**config.mk**
```make
export PLATFORM = sky130hd
export DESIGN_NAME = dyn_compressor
export DESIGN_NICKNAME = d
export VERILOG_FILES = /design/src/rtl/sound_pkg.sv /design/src/rtl/dyn_comp_gain.sv /design/src/rtl/dyn_compressor.sv
export SDC_FILE = /design/constraint.sdc
export NUM_CORES = 1
export LEC_CHECK = 0
export ABC_AREA = 1
export CORE_ASPECT_RATIO = 0.9
export CORE_UTILIZATION = 30
export CTS_CLUSTER_SIZE = 30
export DETAILED_ROUTE_END_ITERATION = 10
export HOLD_SLACK_MARGIN = 0.06
export PLACE_DENSITY = 0.44
export SETUP_SLACK_MARGIN = 0.02
export SYNTH_ARGS = -nofsm -noshare
export SYNTH_HDL_FRONTEND = slang
export SYNTH_SLANG_ARGS = --single-unit
```
**constraint.sdc**
```tcl
create_clock -name clk -period 7.6 [get_ports clk]
set_clock_uncertainty 0.1 [all_clocks]
set_input_delay 1.52 -clock clk [delete_from_list [all_inputs] [get_ports clk]]
set_output_delay 1.52 -clock clk [all_outputs]
set_load 0.02 [all_outputs]
```
**src/rtl/sound_pkg.sv**
```systemverilog
// Shared definitions for the sound path: FSM states, default parameters and a
// saturating absolute-value helper.
package sound_pkg;

    typedef enum logic [2:0] {StIdle, StAbs, StEnv, StGain, StDone} state_e;

    localparam int unsigned DefWidth     = 16;
    localparam int unsigned DefChannels  = 2;
    localparam int unsigned DefAttackSh  = 4;
    localparam int unsigned DefReleaseSh = 10;
    localparam int unsigned DefRatioSh   = 2;

    // |x| for a w-bit signed value held sign-extended in 32 bits; the most
    // negative code saturates to the largest positive magnitude.
    function automatic logic [31:0] sat_abs(input logic signed [31:0] x, input int unsigned w);
        logic signed [31:0] most_neg;
        most_neg = -(32'sd1 <<< (w - 1));
        if (x == most_neg) return (32'd1 << (w - 1)) - 32'd1;
        if (x < 0) return $unsigned(-x);
        return $unsigned(x);
    endfunction

endpackage

```
**src/rtl/dyn_comp_gain.sv**
```systemverilog
// Combinational gain stage: applies the power-of-two ratio above threshold and
// restores the sign of the original sample.
module dyn_comp_gain import sound_pkg::*; #(
    parameter int unsigned WIDTH    = DefWidth,
    parameter int unsigned RATIO_SH = DefRatioSh
) (
    input  logic        [WIDTH-2:0] m,
    input  logic                    sign,
    input  logic        [WIDTH-2:0] env,
    input  logic        [WIDTH-2:0] threshold,
    input  logic                    bypass,
    input  logic signed [WIDTH-1:0] x,
    output logic signed [WIDTH-1:0] y
);

    logic [WIDTH-2:0] e;
    logic [WIDTH-2:0] r;
    logic [WIDTH-2:0] mag;

    always_comb begin
        e   = '0;
        r   = '0;
        mag = '0;
        y   = x;
        if (!bypass && (env > threshold)) begin
            e   = env - threshold;
            r   = e - (e >> RATIO_SH);
            mag = (m > r) ? (m - r) : '0;
            y   = sign ? -$signed({1'b0, mag}) : $signed({1'b0, mag});
        end
    end

endmodule

```
**src/rtl/dyn_compressor.sv**
```systemverilog
// Multi-channel dynamic-range compressor; channels share one ABS/ENV/GAIN datapath
// sequenced by a small FSM, one frame in and one frame out per strobe.
module dyn_compressor import sound_pkg::*; #(
    parameter int unsigned WIDTH      = DefWidth,
    parameter int unsigned CHANNELS   = DefChannels,
    parameter int unsigned ATTACK_SH  = DefAttackSh,
    parameter int unsigned RELEASE_SH = DefReleaseSh,
    parameter int unsigned RATIO_SH   = DefRatioSh
) (
    input  logic                      clk,
    input  logic                      reset,
    input  logic                      in_valid,
    input  logic [CHANNELS*WIDTH-1:0] in_data,
    input  logic [WIDTH-2:0]          threshold,
    input  logic                      bypass,
    output logic                      out_valid,
    output logic [CHANNELS*WIDTH-1:0] out_data,
    output logic                      busy,
    output logic                      drop
);

    localparam int unsigned CntW = (CHANNELS > 1) ? $clog2(CHANNELS) : 1;
    localparam logic [CntW-1:0] LastCh = CntW'(CHANNELS - 1);

    state_e                  state_q, state_d;
    logic [CntW-1:0]         ch_q, ch_d;
    logic signed [WIDTH-1:0] in_q  [CHANNELS];
    logic signed [WIDTH-1:0] acc_q [CHANNELS];
    logic [WIDTH-2:0]        env_q [CHANNELS];
    logic [WIDTH-2:0]        thr_q;
    logic                    byp_q;
    logic [WIDTH-2:0]        m_q;
    logic [CHANNELS*WIDTH-1:0] out_q;
    logic                    out_valid_q;
    logic                    drop_q;

    logic                    accept;
    logic signed [WIDTH-1:0] x_cur;
    logic [WIDTH-2:0]        m_abs;
    logic [WIDTH-2:0]        env_cur, env_new, diff, step;
    logic                    rise;
    logic signed [WIDTH-1:0] y_gain;

    assign busy   = (state_q != StIdle);
    assign accept = in_valid && !busy;
    assign x_cur  = in_q[ch_q];
    assign m_abs  = (WIDTH-1)'(sat_abs(32'(x_cur), WIDTH));
    assign env_cur = env_q[ch_q];

    always_comb begin
        state_d = state_q;
        ch_d    = ch_q;
        unique case (state_q)
            StIdle: begin
                if (in_valid) begin
                    state_d = StAbs;
                    ch_d    = '0;
                end
            end
            StAbs:  state_d = StEnv;
            StEnv:  state_d = StGain;
            StGain: begin
                if (ch_q == LastCh) begin
                    state_d = StDone;
                end else begin
                    ch_d    = ch_q + 1'b1;
                    state_d = StAbs;
                end
            end
            StDone: begin
                state_d = StIdle;
                ch_d    = '0;
            end
            default: state_d = StIdle;
        endcase
    end

    // Envelope follower; the minimum step of 1 guarantees convergence onto m.
    always_comb begin
        rise    = (m_q > env_cur);
        diff    = rise ? (m_q - env_cur) : (env_cur - m_q);
        step    = rise ? (diff >> ATTACK_SH) : (diff >> RELEASE_SH);
        if ((diff != '0) && (step == '0)) step = (WIDTH-1)'(1);
        env_new = rise ? (env_cur + step) : (env_cur - step);
    end

    dyn_comp_gain #(
        .WIDTH    (WIDTH),
        .RATIO_SH (RATIO_SH)
    ) u_gain (
        .m         (m_q),
        .sign      (x_cur[WIDTH-1]),
        .env       (env_cur),
        .threshold (thr_q),
        .bypass    (byp_q),
        .x         (x_cur),
        .y         (y_gain)
    );

    always_ff @(posedge clk) begin
        if (reset) begin
            state_q     <= StIdle;
            ch_q        <= '0;
            thr_q       <= '0;
            byp_q       <= 1'b0;
            m_q         <= '0;
            out_q       <= '0;
            out_valid_q <= 1'b0;
            drop_q      <= 1'b0;
            for (int c = 0; c < CHANNELS; c++) begin
                in_q[c]  <= '0;
                acc_q[c] <= '0;
                env_q[c] <= '0;
            end
        end else begin
            state_q     <= state_d;
            ch_q        <= ch_d;
            out_valid_q <= (state_q == StDone);
            drop_q      <= in_valid && busy;
            if (accept) begin
                thr_q <= threshold;
                byp_q <= bypass;
                for (int c = 0; c < CHANNELS; c++) in_q[c] <= in_data[c*WIDTH +: WIDTH];
            end
            if (state_q == StAbs)  m_q          <= m_abs;
            if (state_q == StEnv)  env_q[ch_q]  <= env_new;
            if (state_q == StGain) acc_q[ch_q]  <= y_gain;
            if (state_q == StDone) begin
                for (int c = 0; c < CHANNELS; c++) out_q[c*WIDTH +: WIDTH] <= acc_q[c];
            end
        end
    end

    assign out_valid = out_valid_q;
    assign out_data  = out_q;
    assign drop      = drop_q;

endmodule

```
=== Word-level counts from Yosys, hierarchy flattened ===
Memories as Yosys holds them, arrays and structs flattened. A register that Yosys moved wholly into a read port is not among the register bits.
Cells that the tools add are included.

* Register bits after elaboration: 37
* Latch bits: 0
* Bits in writable memories: 94
* Memory bits (read-only): 0
* Bits of input ports: 51
* Output and inout port bits: 35
* Logic and storage cells: 89
* Memories: 3

{| class="wikitable"
|+ Memory list
! memory !! words !! bits a word !! read ports !! clocked after memory_dff !! write ports !! RTL line !! text
|-
| acc_q || 2 || 16 || 2 || 2 || 2 || dyn_compressor.sv:28 || <nowiki>logic signed [WIDTH-1:0] acc_q [CHANNELS];</nowiki>
|-
| in_q || 2 || 16 || 1 || 1 || 2 || dyn_compressor.sv:27 || <nowiki>logic signed [WIDTH-1:0] in_q [CHANNELS];</nowiki>
|-
| env_q || 2 || 15 || 1 || 1 || 2 || dyn_compressor.sv:29 || <nowiki>logic [WIDTH-2:0] env_q [CHANNELS];</nowiki>
|}

* Add/subtract/negate cells: 10
* Multipliers: 0
* Divide/modulo/power cells: 0
* Magnitude comparators: 4
* Equal/unequal tests: 6
* Shifts and indexed selects: 0
* Multiplexer cells: 43
* Bitwise operators: 2
* Reduce and logical (&&, ||, !) cells: 14

{| class="wikitable"
|+ Operator list
! cell !! count
|-
| $mux 15 || 8
|-
| $mux 16 || 5
|-
| $sub 15x15->15 || 5
|-
| $gt 15x15->1 || 3
|-
| $mux 1 || 24
|-
| $mux 11 || 2
|-
| $eq 16x16->1 const B || 1
|-
| $lt 16x1->1 const B || 1
|-
| $neg 15->16 || 1
|-
| $reduce_or 16->1 || 1
|-
| $add 15x15->15 || 1
|-
| $logic_not 15->1 || 1
|-
| $neg 15->15 || 1
|-
| $reduce_bool 15->1 || 1
|-
| $reduce_or 15->1 || 1
|-
| $sub 15x13->15 || 1
|-
| $pmux 3 s4 || 1
|-
| $eq 3x2->1 const B || 2
|-
| $mux 3 || 2
|-
| $reduce_bool 3->1 || 2
|-
| $logic_and 1x1->1 || 4
|-
| $eq 3x1->1 const B || 1
|-
| $eq 3x3->1 const B || 1
|-
| $logic_not 3->1 || 1
|-
| 6 further kinds || 8
|}

=== Logic depth before layout (Yosys ltp) ===
* Depth after elaboration: 9
* Mapped depth: 44
* Mapped depth without buffers: 43

=== By module ===
Synthesis repeated with hierarchy kept, for this count alone.

* Cells, all modules: 1924
* Area, all modules: 13168.9 sq um

{| class="wikitable"
|+ By module, submodules not included
! module !! instances !! cells an instance !! area an instance (sq um) !! seq. area each (sq um)
|-
| dyn_compressor || 1 || 1270 || 9698.1 || 4224.1
|-
| dyn_comp_gain || 1 || 654 || 3470.8 || 0.0
|}

=== Least setup slack after synthesis ===
Ideal clock, no wire load.

* Path type: flip-flop to flip-flop
* Start point: reg with a tool-made name
* End point: mem acc_q[0][2] (netlist name) (data pin)
* Setup time: 0.266 ns
* Arrival time: 5.685 ns
* Data required time: 7.234 ns
* Slack: 1.549 ns
* Cell stages (with the launch flop): 39
* Path buffers: 1
* Period minus slack after synthesis: 6.051 ns
* Cells stage by stage: dfxtp_1 inv_2 clkbuf_1 or2_2 o21ai_0 inv_1 fa_1 nand3_1 nand2_1 xor2_1 inv_1 ha_1 nand3_1 nand2_1 a21oi_1 o21ai_0 nand2_1 nand2_1 (+3 left out) nand2_1 nand3_1 nand3b_1 nand2_1 ha_1 nand2_1 nor4_1 nand2_1 nand2_2 nand2_2 inv_2 nand2_1 ha_1 or3_1 nand3_1 o21ai_0 inv_1 nor2_1

{| class="wikitable"
|+ RTL lines
! item !! RTL line
|-
| end: declaration || dyn_compressor.sv:28
|}

==> qor.yml <==
status:
  outcome: "completed"
timing:
  tightestPinTransition_ps: 1040
  final-hold-violation-count: 0
  final.period_utilization: 0.910
  relSlewSlack: 0.305
  rsz0062_at_grt: "true"
  finalMaxSlewViolations: 0
  setup-tns-final_ps: 0
  final_critical_path_setup_slack_ps: 682
  timing.final.setup_violations: 0
  fmax_ghz: 0.145
  layout_min_cycle_time_ps: 6920
critical_path:
  cp_slowest_cell: "dfxtp_1"
  timing.setup.critical_path_class: "reg2reg"
  endpoint_kind: "flop"
  crit_path_frequent_cell: "nand2_1"
  arrival_ps: 7000
  cp_data_required_time_ps: 7680
  regToRegEndpoint: "acc_q[0][14]"
  ff2ff_path_depth: 40
  crit_path_max_fanout: 16
  critPathMaxStageDelay_ps: 400
  start_kind: "flop"
  ff2ff_setup_slack_ps: 680
global_route:
  grt_pass1_wl_um: 61900
  gr-usage-all-layers: 0.193
  antenna_found_initial: 1
  grt_pass1_vias: 10965
  grt_start_max_net_pins: 49
  gr_overflow_total: 0
drt:
  drt_drc_violations_left: 0
  dr_vias_cell: 4.75
  wire_per_inst_um: 16.7
  drt_first_pass_iters: 5
  detailed_route_wl_um: 39600
  detailroute.via_count: 11246
  dr.first_iter.drc_count: 852
  ant_nets: 0
logic_synthesis:
  synth.area.top_cells: "edfxtp_1, nand2_1, dfxtp_1"
  synth_nets: 1887
  yosysWarningCount: 0
  yosysSeqAreaShare: 0.343
  post-synth-top-area-fraction: 0.229
  post_synth_edffs: 94
  postSynthAreaPerCell_sq_um: 7.08
  synth.ff_latch_count: 164
  synth.lib_cells_used.distinct: 52
  ys_async_sr_fraction: 0
  yosys.area.top_type: "edfxtp_1"
  dominant_synthesized_flop_cell: "edfxtp_1"
  netlist_instances: 1740
  synth.cell_area_sq_um: 12300
final_layout:
  layout.nets: 1960
  ff_latch_area_sq_um: 4220
  stdcell_count: 2367
  area_taken_by_multi_input_logic_gates_sq_um: 6890
  final_cell_area_sq_um: 14300
  fill_cells: 4337
  synthToLayoutAreaGrowth_pct: 16.4
  drive_gt1_frac: 0.0630
min_path:
  hold_path_startpoint: "out_data[21]"
  timing.hold.worst_endpoint: "out_data[21]"
  worst_hold_path_type: "reg2reg"
  hold_path_depth: 2
job:
  cap_violations: 0
floorplan:
  core_area_sq_um: 40600
  die_width_um: 216
  floorplan.io_pins: 86
  die_y_um: 194
  placementRows: 70
  die-area_sq_um: 41900
  initial_utilization: 0.304
clock_network:
  clock-sinks: 164
  ctsHtreeMaxLevel: 4
  tritoncts: "yes"
  clk_transition_reported_paths_ps: 70
  cts_buffers: 17
  clockBufferDepth: 2
  clock_latency_ps: 460
  cts_hold_buf: 0
  cts_root_buf: "clkbuf_16"
placed_design:
  dpl_worst_slack_ps: 535
  numPortBuffers: 85
  postPlaceCellArea_sq_um: 13700
  dpl.cell_count: 2334
  detailed_place_hpwl_um: 31800
  gpl.final_weighted_congestion: 0.965
area by class of cell:
type,instances,share of cell area
tap,540,0.0471
clock buffer,18,0.0299
clock inverter,14,0.0119
sequential,164,0.294
antenna,1,0.000174
multi-input combinational,1261,0.481
inverter,275,0.0720
timing repair buffer,94,0.0640
what timing repair did:
item,4_1_cts,5_1_grt
buffers inserted,0,0
endpoints found under the setup margin,0,15
gates resized for setup,0,3
cells by family (layout without fill, tap and decap cells):
logic type | count (synthesis) | count (layout) | share of synthesized area
and+or+nand+nor | 861 | 861 | 0.301
DFF | 164 | 164 | 0.343
adders and majority gates | 96 | 96 | 0.101
buffers and inverters | 315 | 401 | 0.0994
other | 0 | 1 | 0
AOI/OAI and AO/OA | 233 | 233 | 0.105
muxes | 5 | 5 | 0.00406
xor gates and xnor gates | 66 | 66 | 0.0469
metrics by stage:
step,hold WS (ps),utilization
finish,384,0.354
global route,411,0.354
CTS,390,0.354
detailed placement,374,0.339
global placement,367,0.339
floorplan,348,-
layer usage:
layer	GRT usage	part of all wire	vias to the layer above	wire length [um]
met1	0.279	0.51	5262	20200
met3	0.0255	0.035	25	1390
li1	-	-	5744	-
met5	0	0	-	0
met2	0.299	0.44	215	17400
met4	0.0494	0.015	0	586
state kept, by name, summed over array words and instances, names as in the netlist, named ones only:
name,cells
env_q,30
drop,1
out_data,32
in_q,32
byp_q,1
out_valid,1
state_q,3
ch_q,1
acc_q,32
m_q,15
thr_q,15
worst max-delay path, delay by kind of cell, from the launching register on:
| family | cells | cell delay [ps] |
|---|---|---|
| buf+inv | 6 | 640 |
| xor+xnor | 1 | 230 |
| flops | 1 | 400 |
| compound gates | 6 | 1020 |
| fa+ha+maj | 4 | 1200 |
| simple gates | 23 | 3040 |
cell usage after synthesis (4+ instances only):
library cell  count
a21boi_0          4
a21oi_1          80
a221oi_1          9
a31oi_1           5
and2_1            4
buf_2             7
clkbuf_1         26
dfxtp_1          70
edfxtp_1         94
fa_1              6
ha_1             90
inv_1           261
inv_2            12
mux2i_1           5
nand2_1         429
nand2_2          14
nand3_1          96
nand3_2           5
nand3b_1         16
nand4_1          18
nor2_1          226
nor2_2            7
nor3_1            8
nor4_1            4
o211ai_1          5
o21ai_0          90
o21ai_1           8
o21ai_2           4
o22ai_1          16
or2_2            22
xnor2_1          25
xor2_1           41
layout by cell type, fill, tap and decap left out, types with 70 or more instances in the layout:
cell	netlist	layout
a21oi_1	80	80
clkdlybuf4s50_1	0	85
dfxtp_1	70	70
edfxtp_1	94	94
ha_1	90	90
inv_1	261	260
nand2_1	429	429
nand3_1	96	95
nor2_1	226	226
o21ai_0	90	88
worst max-delay path by stage:
stage                     from            to  slack, ps  depth (start not counted)
after detailed placement  flop  acc_q[0][14]        540                         40
after global placement    flop  acc_q[1][12]        720                         40
after floorplan           flop   acc_q[0][2]       1550                         38
after CTS                 flop  acc_q[0][14]        500                         40
final                     flop  acc_q[0][14]        680                         40
after global routing      flop  acc_q[1][10]        -30                         39
Power is left out: the tool's default activity adds up to more than one toggle a clock period on the data nets, which glitch-free logic cannot reach.
